<file path="src/rtl/mem_port_arbiter.sv">
`timescale 1ns/1ps
// mem_port_arbiter: shares one single-port memory between the fetch stage
// (IF, read-only) and the memory stage (DM, read/write). One access is in
// flight at a time; DM has priority unless the optional fairness logic
// (macro ARB_FAIR_EN) forces an IF win after STARVE_MAX consecutive DM wins.
// Requesters are expected to update or drop their request in the cycle
// their done/err pulse is visible, since the next arbitration decision is
// taken in that same cycle.
module mem_port_arbiter #(
  parameter int AW         = 32,
  parameter int DW         = 32,
  parameter int STARVE_MAX = 4
) (
  input  logic          clk,
  input  logic          rst,
  input  logic          if_req,
  input  logic [AW-1:0] if_addr,
  output logic          if_gnt,
  output logic          if_done,
  output logic [DW-1:0] if_rdata,
  input  logic          dm_req,
  input  logic          dm_we,
  input  logic [AW-1:0] dm_addr,
  input  logic [DW-1:0] dm_wdata,
  input  logic [2:0]    dm_type,
  output logic          dm_gnt,
  output logic          dm_done,
  output logic [DW-1:0] dm_rdata,
  output logic          dm_err,
  output logic          stall_if,
  output logic          stall_mem,
  output logic          mem_req,
  output logic          mem_we,
  output logic [AW-1:0] mem_addr,
  output logic [DW-1:0] mem_wdata,
  output logic [2:0]    mem_type,
  input  logic          mem_ack,
  input  logic [DW-1:0] mem_rdata
);

  typedef enum logic [1:0] {IDLE, BUSY_I, BUSY_D, ERR} state_t;

  state_t          state_reg, state_next;
  logic            mem_req_reg, mem_req_next;
  logic            mem_we_reg, mem_we_next;
  logic [AW-1:0]   mem_addr_reg, mem_addr_next;
  logic [DW-1:0]   mem_wdata_reg, mem_wdata_next;
  logic [2:0]      mem_type_reg, mem_type_next;
  logic            if_gnt_reg, if_gnt_next;
  logic            if_done_reg, if_done_next;
  logic [DW-1:0]   if_rdata_reg, if_rdata_next;
  logic            dm_gnt_reg, dm_gnt_next;
  logic            dm_done_reg, dm_done_next;
  logic [DW-1:0]   dm_rdata_reg, dm_rdata_next;
  logic            dm_err_reg, dm_err_next;
  logic            dm_bad;
  logic            if_first;

`ifdef ARB_FAIR_EN
  logic [2:0]      starve_reg, starve_next;
  logic            starved;

  // IF overrides DM once DM has won STARVE_MAX times in a row against it
  assign starved  = (starve_reg == 3'(STARVE_MAX));
  assign if_first = if_req & (~dm_req | starved);
`else
  logic            unused_starve_max;

  assign unused_starve_max = (STARVE_MAX != 0);
  assign if_first          = if_req & ~dm_req;
`endif

  // Access-size check: misaligned word/half or an undefined type code
  always_comb begin
    case (dm_type)
      3'b000:         dm_bad = (dm_addr[1:0] != 2'b00);
      3'b001, 3'b010: dm_bad = dm_addr[0];
      3'b011, 3'b100: dm_bad = 1'b0;
      default:        dm_bad = 1'b1;
    endcase
  end

  // Next-state and next-output logic; pulses default low, data holds
  always_comb begin
    state_next     = state_reg;
    mem_req_next   = mem_req_reg;
    mem_we_next    = mem_we_reg;
    mem_addr_next  = mem_addr_reg;
    mem_wdata_next = mem_wdata_reg;
    mem_type_next  = mem_type_reg;
    if_gnt_next    = 1'b0;
    if_done_next   = 1'b0;
    if_rdata_next  = if_rdata_reg;
    dm_gnt_next    = 1'b0;
    dm_done_next   = 1'b0;
    dm_rdata_next  = dm_rdata_reg;
    dm_err_next    = 1'b0;
`ifdef ARB_FAIR_EN
    starve_next    = starve_reg;
`endif
    case (state_reg)
      IDLE: begin
        if (dm_req && !if_first) begin
          if (dm_bad) begin
            state_next  = ERR;
            dm_err_next = 1'b1;
          end else begin
            state_next     = BUSY_D;
            mem_req_next   = 1'b1;
            mem_we_next    = dm_we;
            mem_addr_next  = dm_addr;
            mem_wdata_next = dm_wdata;
            mem_type_next  = dm_type;
            dm_gnt_next    = 1'b1;
`ifdef ARB_FAIR_EN
            if (if_req) begin
              starve_next = starve_reg + 3'd1;
            end
`endif
          end
        end else if (if_req) begin
          state_next     = BUSY_I;
          mem_req_next   = 1'b1;
          mem_we_next    = 1'b0;
          mem_addr_next  = if_addr;
          mem_wdata_next = '0;
          mem_type_next  = 3'b000;
          if_gnt_next    = 1'b1;
`ifdef ARB_FAIR_EN
          starve_next    = 3'd0;
`endif
        end
      end
      BUSY_I: begin
        if (mem_ack) begin
          state_next    = IDLE;
          mem_req_next  = 1'b0;
          if_rdata_next = mem_rdata;
          if_done_next  = 1'b1;
        end
      end
      BUSY_D: begin
        if (mem_ack) begin
          state_next   = IDLE;
          mem_req_next = 1'b0;
          dm_done_next = 1'b1;
          if (!mem_we_reg) begin
            dm_rdata_next = mem_rdata;
          end
        end
      end
      ERR: begin
        state_next = IDLE;
      end
      default: begin
        state_next = IDLE;
      end
    endcase
  end

  // State and registered-output update with synchronous reset
  always_ff @(posedge clk) begin
    if (rst) begin
      state_reg     <= IDLE;
      mem_req_reg   <= 1'b0;
      mem_we_reg    <= 1'b0;
      mem_addr_reg  <= '0;
      mem_wdata_reg <= '0;
      mem_type_reg  <= 3'b000;
      if_gnt_reg    <= 1'b0;
      if_done_reg   <= 1'b0;
      if_rdata_reg  <= '0;
      dm_gnt_reg    <= 1'b0;
      dm_done_reg   <= 1'b0;
      dm_rdata_reg  <= '0;
      dm_err_reg    <= 1'b0;
    end else begin
      state_reg     <= state_next;
      mem_req_reg   <= mem_req_next;
      mem_we_reg    <= mem_we_next;
      mem_addr_reg  <= mem_addr_next;
      mem_wdata_reg <= mem_wdata_next;
      mem_type_reg  <= mem_type_next;
      if_gnt_reg    <= if_gnt_next;
      if_done_reg   <= if_done_next;
      if_rdata_reg  <= if_rdata_next;
      dm_gnt_reg    <= dm_gnt_next;
      dm_done_reg   <= dm_done_next;
      dm_rdata_reg  <= dm_rdata_next;
      dm_err_reg    <= dm_err_next;
    end
  end

`ifdef ARB_FAIR_EN
  // Starvation counter register
  always_ff @(posedge clk) begin
    if (rst) begin
      starve_reg <= 3'd0;
    end else begin
      starve_reg <= starve_next;
    end
  end
`endif

  assign mem_req   = mem_req_reg;
  assign mem_we    = mem_we_reg;
  assign mem_addr  = mem_addr_reg;
  assign mem_wdata = mem_wdata_reg;
  assign mem_type  = mem_type_reg;
  assign if_gnt    = if_gnt_reg;
  assign if_done   = if_done_reg;
  assign if_rdata  = if_rdata_reg;
  assign dm_gnt    = dm_gnt_reg;
  assign dm_done   = dm_done_reg;
  assign dm_rdata  = dm_rdata_reg;
  assign dm_err    = dm_err_reg;
  assign stall_if  = if_req & ~if_done_reg;
  assign stall_mem = dm_req & ~dm_done_reg & ~dm_err_reg;

endmodule
</file>
<file path="config.mk">
export PLATFORM = sky130hd
export DESIGN_NAME = mem_port_arbiter
export DESIGN_NICKNAME = d
export VERILOG_FILES = /design/src/rtl/mem_port_arbiter.sv
export SDC_FILE = /design/constraint.sdc
export NUM_CORES = 1
export LEC_CHECK = 0
export CAP_MARGIN = 20
export CORE_MARGIN = 2
export CORE_UTILIZATION = 40
export CTS_CLUSTER_DIAMETER = 30
export DETAILED_ROUTE_END_ITERATION = 7
export GPL_ROUTABILITY_DRIVEN = 0
export GPL_TIMING_DRIVEN = 0
export PLACE_DENSITY_LB_ADDON = 0.1
export REMOVE_ABC_BUFFERS = 1
export SLEW_MARGIN = 20
export SYNTH_ARGS = -nofsm -noshare
export SYNTH_HDL_FRONTEND = slang
export SYNTH_SLANG_ARGS = --single-unit
</file>
<file path="constraint.sdc">
create_clock -name clk -period 2.6 [get_ports clk]
set_input_delay 0.65 -clock clk [delete_from_list [all_inputs] [get_ports clk]]
set_output_delay 0.65 -clock clk [all_outputs]
set_load 0.02 [all_outputs]
</file>
Yosys cells after proc, flatten, opt, wreduce, memory -nomap -nowiden
Cells that the tools add are included.
- shift operators: 0
- bitwise gates (word level): 13
- equal/unequal tests: 11
- divide/modulo/power cells: 0
- mux-type cells: 27
- $lt $le $gt $ge: 0
- reductions and logical operators: 19
- $add $sub $neg: 0
- multiply operators: 0
- operators by type and width (operator ; number):
    $mux 32 ; 6
    $mux 1 ; 12
    $reduce_or 2->1 ; 5
    $mux 3 ; 3
    $not 1->1 ; 9
    $eq 3x2->1 const B ; 2
    $mux 2 ; 3
    $ne 3x3->1 const B ; 2
    $pmux 2 s3 ; 1
    $reduce_and 3->1 ; 2
    $reduce_bool 2->1 ; 3
    $reduce_or 3->1 ; 2
    $and 1x1->1 ; 4
    $eq 2x2->1 const B ; 2
    $reduce_and 2->1 ; 2
    $reduce_and 4->1 ; 1
    $eq 3x1->1 const B ; 1
    $eq 3x3->1 const B ; 1
    $logic_not 3->1 ; 1
    $pmux 1 s3 ; 1
    $eq 2x1->1 const B ; 1
    $logic_not 2->1 ; 1
    $ne 2x1->1 const B ; 1
    $ne 2x2->1 const B ; 1
    3 further kinds ; 3
- memories kept: 0
- register bits: 140
- memory bits (writable): 0
- bits in read-only memories: 0
- bits in latches: 0
- output and inout port bits: 140
- word-level logic and storage cells: 83

Longest topological paths before layout
Gate-level depths: netlist of run 1.
- depth after elaboration: 6
- gate-level depth with buffers: 8

Worst setup path before layout of run 1
No wires, ideal clock.
- path kind: input -> output
- start: input port dm_req
- end: output port stall_mem
- setup slack: 0.350 ns
- arrival: 1.600 ns
- cell stages on the path: 3
- cell sequence: buf_4 buf_2 nor3b_1
- cells in the longest elaborated chain, start to end: 2
- ends and longest elaborated chain (what ; line ; RTL):
    start: declaration ; 21 ; input logic dm_req,
    $and 1x1->1 (2 in a row) ; 218 ; assign stall_mem = dm_req & ~dm_done_reg & ~dm_err_reg;
    end: declaration ; 31 ; output logic stall_mem,
No other way between the ends.

Worst setup path after layout of run 1
Same ends and word-level chain as after synthesis.

==> results.cfg, run 1 <==
[outcome]
outcome = finished, final reports clean

[power]
leakagePower_nw = 3.56
clkPwrFrac_pct = 35.7
internal-power_mw = 4.65
power.density_mw_per_mm2 = 709
peakVddDrop_v = 0.000407
netSwitchingPower_mw = 1.92
seqPwrFrac_pct = 37.5
power_frac_comb_pct = 26.8
switching_share_pct = 29.2

[synthesis]
syn_area_mm2 = 0.00579
async_reset_ff_share_pct = 0
avgSynthCellArea_um2 = 9.05
synth_cell_types = 41
syn_inst = 640
ys_seq_area_share_pct = 48.4
synth-edff-count = 0
synth-warning-count = 0
ys_ff_latch = 140
synthFlopType = dfxtp_1

[timing]
setup_slack_ps = 93.0
rsz0062_at_grt = no
post-route-period-util_pct = 96.4
setup_viol = 0
relSlewSlack_pct = 39.7
min_period_ps = 2510
fmaxAchievable_mhz = 399
slew_violations = 0
clock_skew_ps = 5.41
worst_slew_pin_slew_ps = 905
hold_violations = 0

[clock_tree]
cts_hold_buf = 0
post_cts_buffers = 0
cts_made_buffers = 17
clk_latency_ps = 410
cts_num_sinks = 140
root_buffer = clkbuf_16
htree_levels = 4
cts.repair.resized = 2
clockBufferDepth = 2
clk_pin_slew_ps = 60
cts_tree = done

[layout]
synthToLayoutAreaGrowth_pct = 60.1
seqCellArea_mm2 = 0.00280
fill_cells = 1132
multi_input_area_mm2 = 0.00273
nets = 1028
drive_above_1_share_pct = 8.89
antennaDiodeCount = 0
post-route-cell-area_mm2 = 0.00927

[floorplanning]
start_util_pct = 41.4
die_x_um = 124
core_area_mm2 = 0.0140
boundaryPins = 277
fp.dieH_um = 124
num_rows = 43
design.die.area_mm2 = 0.0155

[worst_setup_path]
worstSetupPathType = primary input to primary output
start_kind = primary input
r2r-end = mem_addr[30]$_SDFFE_PP0P_
arrival_ps = 1860
reg2reg_from = state_reg[0]$_SDFFE_PP0P_
endpoint_kind = primary output
critPathMaxFanout = 20
ff2ff_setup_slack_ps = 320
cp.required_ps = 1950
reg2reg_depth = 7

[routing]
drc_errors = 0
via_per_inst = 5.10
wl_per_cell_um = 16.3
drt_iter0_markers = 405
drtPass1Iterations = 4
dr_total_vias = 5505
antenna_left = 0
wl_um = 17600

[hold_path]
worst_hold_startpoint = dm_rdata[11]$_SDFFE_PP0P_
min_path_cells = 2
hold_path_end = dm_rdata[11]$_SDFFE_PP0P_
worstHoldPathType = register to register

[placed_design]
dp_hpwl_um = 12500
dp_slack_ps = -487
io_buffers = 276
place_area_mm2 = 0.00869

[global_routing]
grt_usage_pct = 22.7
grt_pass1_wl_um = 28700
antenna_found_initial = 0
grt_overflow = 0
grt_max_degree = 74
first_global_vias = 5648

[flow_run]
drv_cap = 0
[worst max-delay path, stage by stage]
cell and delay, ps:
buf_4 280, nor3b_1 250, clkdlybuf4s50_1 660
[metal layers]
| metal | GRT usage, % | up-vias | wire (µm) |
|---|---|---|---|
| met4 | 9.52 | 0 | 524 |
| met1 | 26.1 | 2565 | 7120 |
| li1 | - | 2697 | - |
| met3 | 8.55 | 37 | 1530 |
| met5 | 0 | - | 0 |
| met2 | 37.9 | 206 | 8400 |
[cell usage after synthesis (3+ instances only)]
| master | n | area (µm²) |
|---|---|---|
| buf_1 | 4 | 15.0 |
| nand2_1 | 166 | 623 |
| a221oi_2 | 30 | 450 |
| mux2i_1 | 64 | 641 |
| clkbuf_1 | 31 | 116 |
| a21oi_1 | 64 | 320 |
| inv_1 | 4 | 15.0 |
| a41o_1 | 4 | 40.0 |
| nor2_1 | 41 | 154 |
| nor4_1 | 4 | 25.0 |
| ha_1 | 3 | 37.5 |
| dfxtp_1 | 140 | 2800 |
| buf_6 | 5 | 56.3 |
| nand3_1 | 33 | 165 |
| buf_2 | 12 | 60.1 |
| nand2b_1 | 3 | 18.8 |
[power groups by stage]
stage	clock [mW]	sequential, mW	combinational, mW
2_1_floorplan	0	2.75	0.625
3_3_place_gp	0	2.50	1.70
3_5_place_dp	0	2.51	1.77
4_1_cts	2.39	2.47	1.77
5_1_grt	2.49	2.49	1.89
6_report	2.35	2.47	1.76
[cell type report]
type                            instances  share of cell area, %
Timing Repair Buffer                  283                   31.4
Sequential cell                       140                   30.2
Multi-Input combinational cell        440                   29.4
Clock buffer                           21                   4.97
Tap cell                              180                   2.43
Clock inverter                         10                   1.26
Inverter                                6                  0.256
[cell usage in the layout, fill, tap and decap left out, types with 3 or more instances in the layout]
cell,Yosys,final
clkdlybuf4s50_1,0,273
nand2_1,166,165
dfxtp_1,140,140
mux2i_1,64,64
a21oi_1,64,64
nor2_1,41,40
nand3_1,33,33
a221oi_2,30,30
clkbuf_16,0,17
inv_1,4,4
clkinv_2,0,4
nor4_1,4,4
a41o_1,4,4
nand2b_1,3,3
ha_1,3,3
buf_16,0,3
[cell families after synthesis]
| family | after synthesis | synth area share (%) |
|---|---|---|
| simple gates | 260 | 18.7 |
| flops | 140 | 48.4 |
| buf+inv | 60 | 4.93 |
| compound gates | 113 | 16.3 |
| fa+ha+maj | 3 | 0.648 |
| mux | 64 | 11.1 |
[worst max-delay path by stage]
stage,startpoint,end
2_1_floorplan,dm_type[1],mem_addr[30]$_SDFFE_PP0P_
3_3_place_gp,rst,mem_type[1]$_SDFFE_PP0P_
3_5_place_dp,dm_req,mem_addr[30]$_SDFFE_PP0P_
4_1_cts,state_reg[0]$_SDFFE_PP0P_,mem_addr[30]$_SDFFE_PP0P_
5_1_grt,dm_req,stall_mem
6_report,dm_req,stall_mem
[per-stage QoR]
step | TNS, ps | hold WS, ps | power [mW] | instances | util (%)
finish | 0 | 452 | 6.58 | 1080 | 66.3
global route | 0 | 470 | 6.87 | 1080 | 66.3
CTS | 0 | 453 | 6.63 | 1080 | 66.2
detailed placement | -12680 | 445 | 4.28 | 1049 | 62.1
global placement | -377270 | 442 | 4.20 | 1042 | 60.9
floorplan | -20130 | 463 | 3.38 | 586 | -
(Power assumes the default switching activity.)
==> run 2: changes to the inputs <==
--- a/config.mk
+++ b/config.mk
@@ -7,11 +7,12 @@
 export LEC_CHECK = 0
 export CAP_MARGIN = 20
 export CORE_MARGIN = 2
-export CORE_UTILIZATION = 40
+export CORE_UTILIZATION = 37
 export CTS_CLUSTER_DIAMETER = 30
 export DETAILED_ROUTE_END_ITERATION = 7
 export GPL_ROUTABILITY_DRIVEN = 0
 export GPL_TIMING_DRIVEN = 0
+export HOLD_SLACK_MARGIN = 0.08
 export PLACE_DENSITY_LB_ADDON = 0.1
 export REMOVE_ABC_BUFFERS = 1
 export SLEW_MARGIN = 20
==> constraint.sdc (replaced) <==
create_clock -name clk -period 2.2 [get_ports clk]
set_input_delay 0.55 -clock clk [delete_from_list [all_inputs] [get_ports clk]]
set_output_delay 0.55 -clock clk [all_outputs]
set_load 0.02 [all_outputs]
==> run 2 against run 1 <==
Sequential cell count stayed put; critical path depth rose by 1; first-iteration DRC count fell by 28%; register-to-register slack lost 50 ps; global-route usage shrank 1.7 points; worst hold slack gained 1.2 ps; final cell count is 3.6% higher; highest routed layer unchanged; clock skew about the same; via count rose by 1.1%; worst setup slack better by 52 ps; routed wire length increased by 1.8%.
==> results.cfg, run 2 (synthesis gave the netlist of run 1 again) <==
[clock_tree]
htree_levels = 4
root_buffer = clkbuf_16
clk_pin_slew_ps = 50
clockBufferDepth = 2
clk_latency_ps = 410
cts_tree = done
cts_made_buffers = 17
cts_num_sinks = 140

[routing]
wl_um = 17900
m1WireLength_um = 7260
wl_per_cell_um = 16.0
wl_met2_um = 8670
met3_length_um = 1540
dr_total_vias = 5565
via_per_inst = 4.97
drtPass1Iterations = 4
highest_layer = met4
antenna_left = 0
drt_iter0_markers = 291
drc_errors = 0

[power]
power_frac_comb_pct = 27.3
internal-power_mw = 5.55
clkPwrFrac_pct = 35.4
netSwitchingPower_mw = 2.27
seqPwrFrac_pct = 37.3
peakVddDrop_v = 0.000502
switching_share_pct = 29.0
leakagePower_nw = 3.61
power.density_mw_per_mm2 = 833

[timing]
min_period_ps = 2050
slew_violations = 0
setup_viol = 0
hold_violations = 0
worst_slew_pin_slew_ps = 775
clock_skew_ps = 5.60
relSlewSlack_pct = 48.2
post-route-period-util_pct = 93.4
rsz0062_at_grt = no
setup_slack_ps = 145
fmaxAchievable_mhz = 487
setup_tns_ps = 0

[placed_design]
dp_slack_ps = -848
dp_hpwl_um = 12500
io_buffers = 276
place_area_mm2 = 0.00873

[worst_setup_path]
endpoint_kind = primary output
worstSetupPathType = primary input to primary output
arrival_ps = 1500
critPathMaxFanout = 5
r2r-end = mem_addr[10]$_SDFFE_PP0P_
reg2reg_from = state_reg[0]$_SDFFE_PP0P_
start_kind = primary input
reg2reg_depth = 6
cp.required_ps = 1650
ff2ff_setup_slack_ps = 270

[floorplanning]
die_x_um = 129
boundaryPins = 277
core_area_mm2 = 0.0153
fp.dieH_um = 129
start_util_pct = 37.9
design.die.area_mm2 = 0.0167
num_rows = 45

[global_routing]
grt_max_degree = 74
first_global_vias = 5553
antenna_found_initial = 0
grt_overflow = 0
grt_pass1_wl_um = 27600
grt_usage_pct = 21.0

[layout]
synthToLayoutAreaGrowth_pct = 62.1
mostFrequentLayoutCells = clkdlybuf4s50_1, nand2_1, dfxtp_1
post-route-cell-area_mm2 = 0.00939
final_common_cell = clkdlybuf4s50_1
drive_above_1_share_pct = 10.2
antennaDiodeCount = 0
nets = 1037

[hold_path]
worstHoldPathType = register to register
hold_path_end = if_rdata[15]$_SDFFE_PP0P_
min_path_cells = 2
worst_hold_startpoint = if_rdata[15]$_SDFFE_PP0P_

[flow_run]
drv_cap = 0

[outcome]
outcome = finished, final reports clean
[run 2: power groups by stage]
stage	combinational [mW]	clock [mW]	sequential, mW
after floorplan	0.738	0	3.25
after global placement	2.02	0	2.96
after detailed placement	2.10	0	2.97
after CTS	2.13	2.83	2.92
after global routing	2.29	2.94	2.94
final	2.13	2.77	2.92
[run 2: worst max-delay path, cell delays in order]
cell,delay [ps]
clkdlybuf4s50_1,550
inv_2,100
nor2_1,110
buf_2,190
[run 2: what timing repair did]
item,in CTS,in global routing
setup buffers,1,5
gates resized for setup,8,9
setup endpoints to repair,34,30
hold buffers,0,0
pin swaps,1,0
cloned,2,0
[run 2: area by class of cell]
class | instances | area, µm²
Clock buffer | 24 | 482
Clock inverter | 6 | 86.3
Fill cell | 1262 | 5870
Inverter | 6 | 25.0
Multi-Input combinational cell | 442 | 2760
Sequential cell | 140 | 2800
Tap cell | 211 | 264
Timing Repair Buffer | 290 | 2960
[run 2: stage by stage]
step / hold WS (ps) / utilization, % / total power [mW] / instances
6_report: 453 / 61.5 / 7.82 / 1119
3_5_place_dp: 448 / 57.2 / 5.07 / 1081
3_3_place_gp: 442 / 56.1 / 4.98 / 1073
2_1_floorplan: 463 / - / 3.99 / 586
4_1_cts: 454 / 61.2 / 7.88 / 1114
5_1_grt: 465 / 61.5 / 8.17 / 1119
[run 2: how the worst max path moves through the flow]
| stage | slack, ps | depth (start not counted) | startpoint | to |
|---|---|---|---|---|
| 2_1_floorplan | -740 | 4 | dm_type[1] | mem_addr[30]$_SDFFE_PP0P_ |
| 3_3_place_gp | -4630 | 4 | rst | mem_type[1]$_SDFFE_PP0P_ |
| 3_5_place_dp | -850 | 8 | dm_req | mem_addr[31]$_SDFFE_PP0P_ |
| 4_1_cts | 40 | 4 | if_req | stall_if |
| 5_1_grt | 70 | 4 | if_req | stall_if |
| 6_report | 150 | 4 | if_req | stall_if |
[run 2: metal layers]
layer / vias up / global-route usage, %
met5: - / 0
met4: 0 / 8.76
met1: 2602 / 23.7
met2: 206 / 36.3
met3: 30 / 7.27
li1: 2727 / -
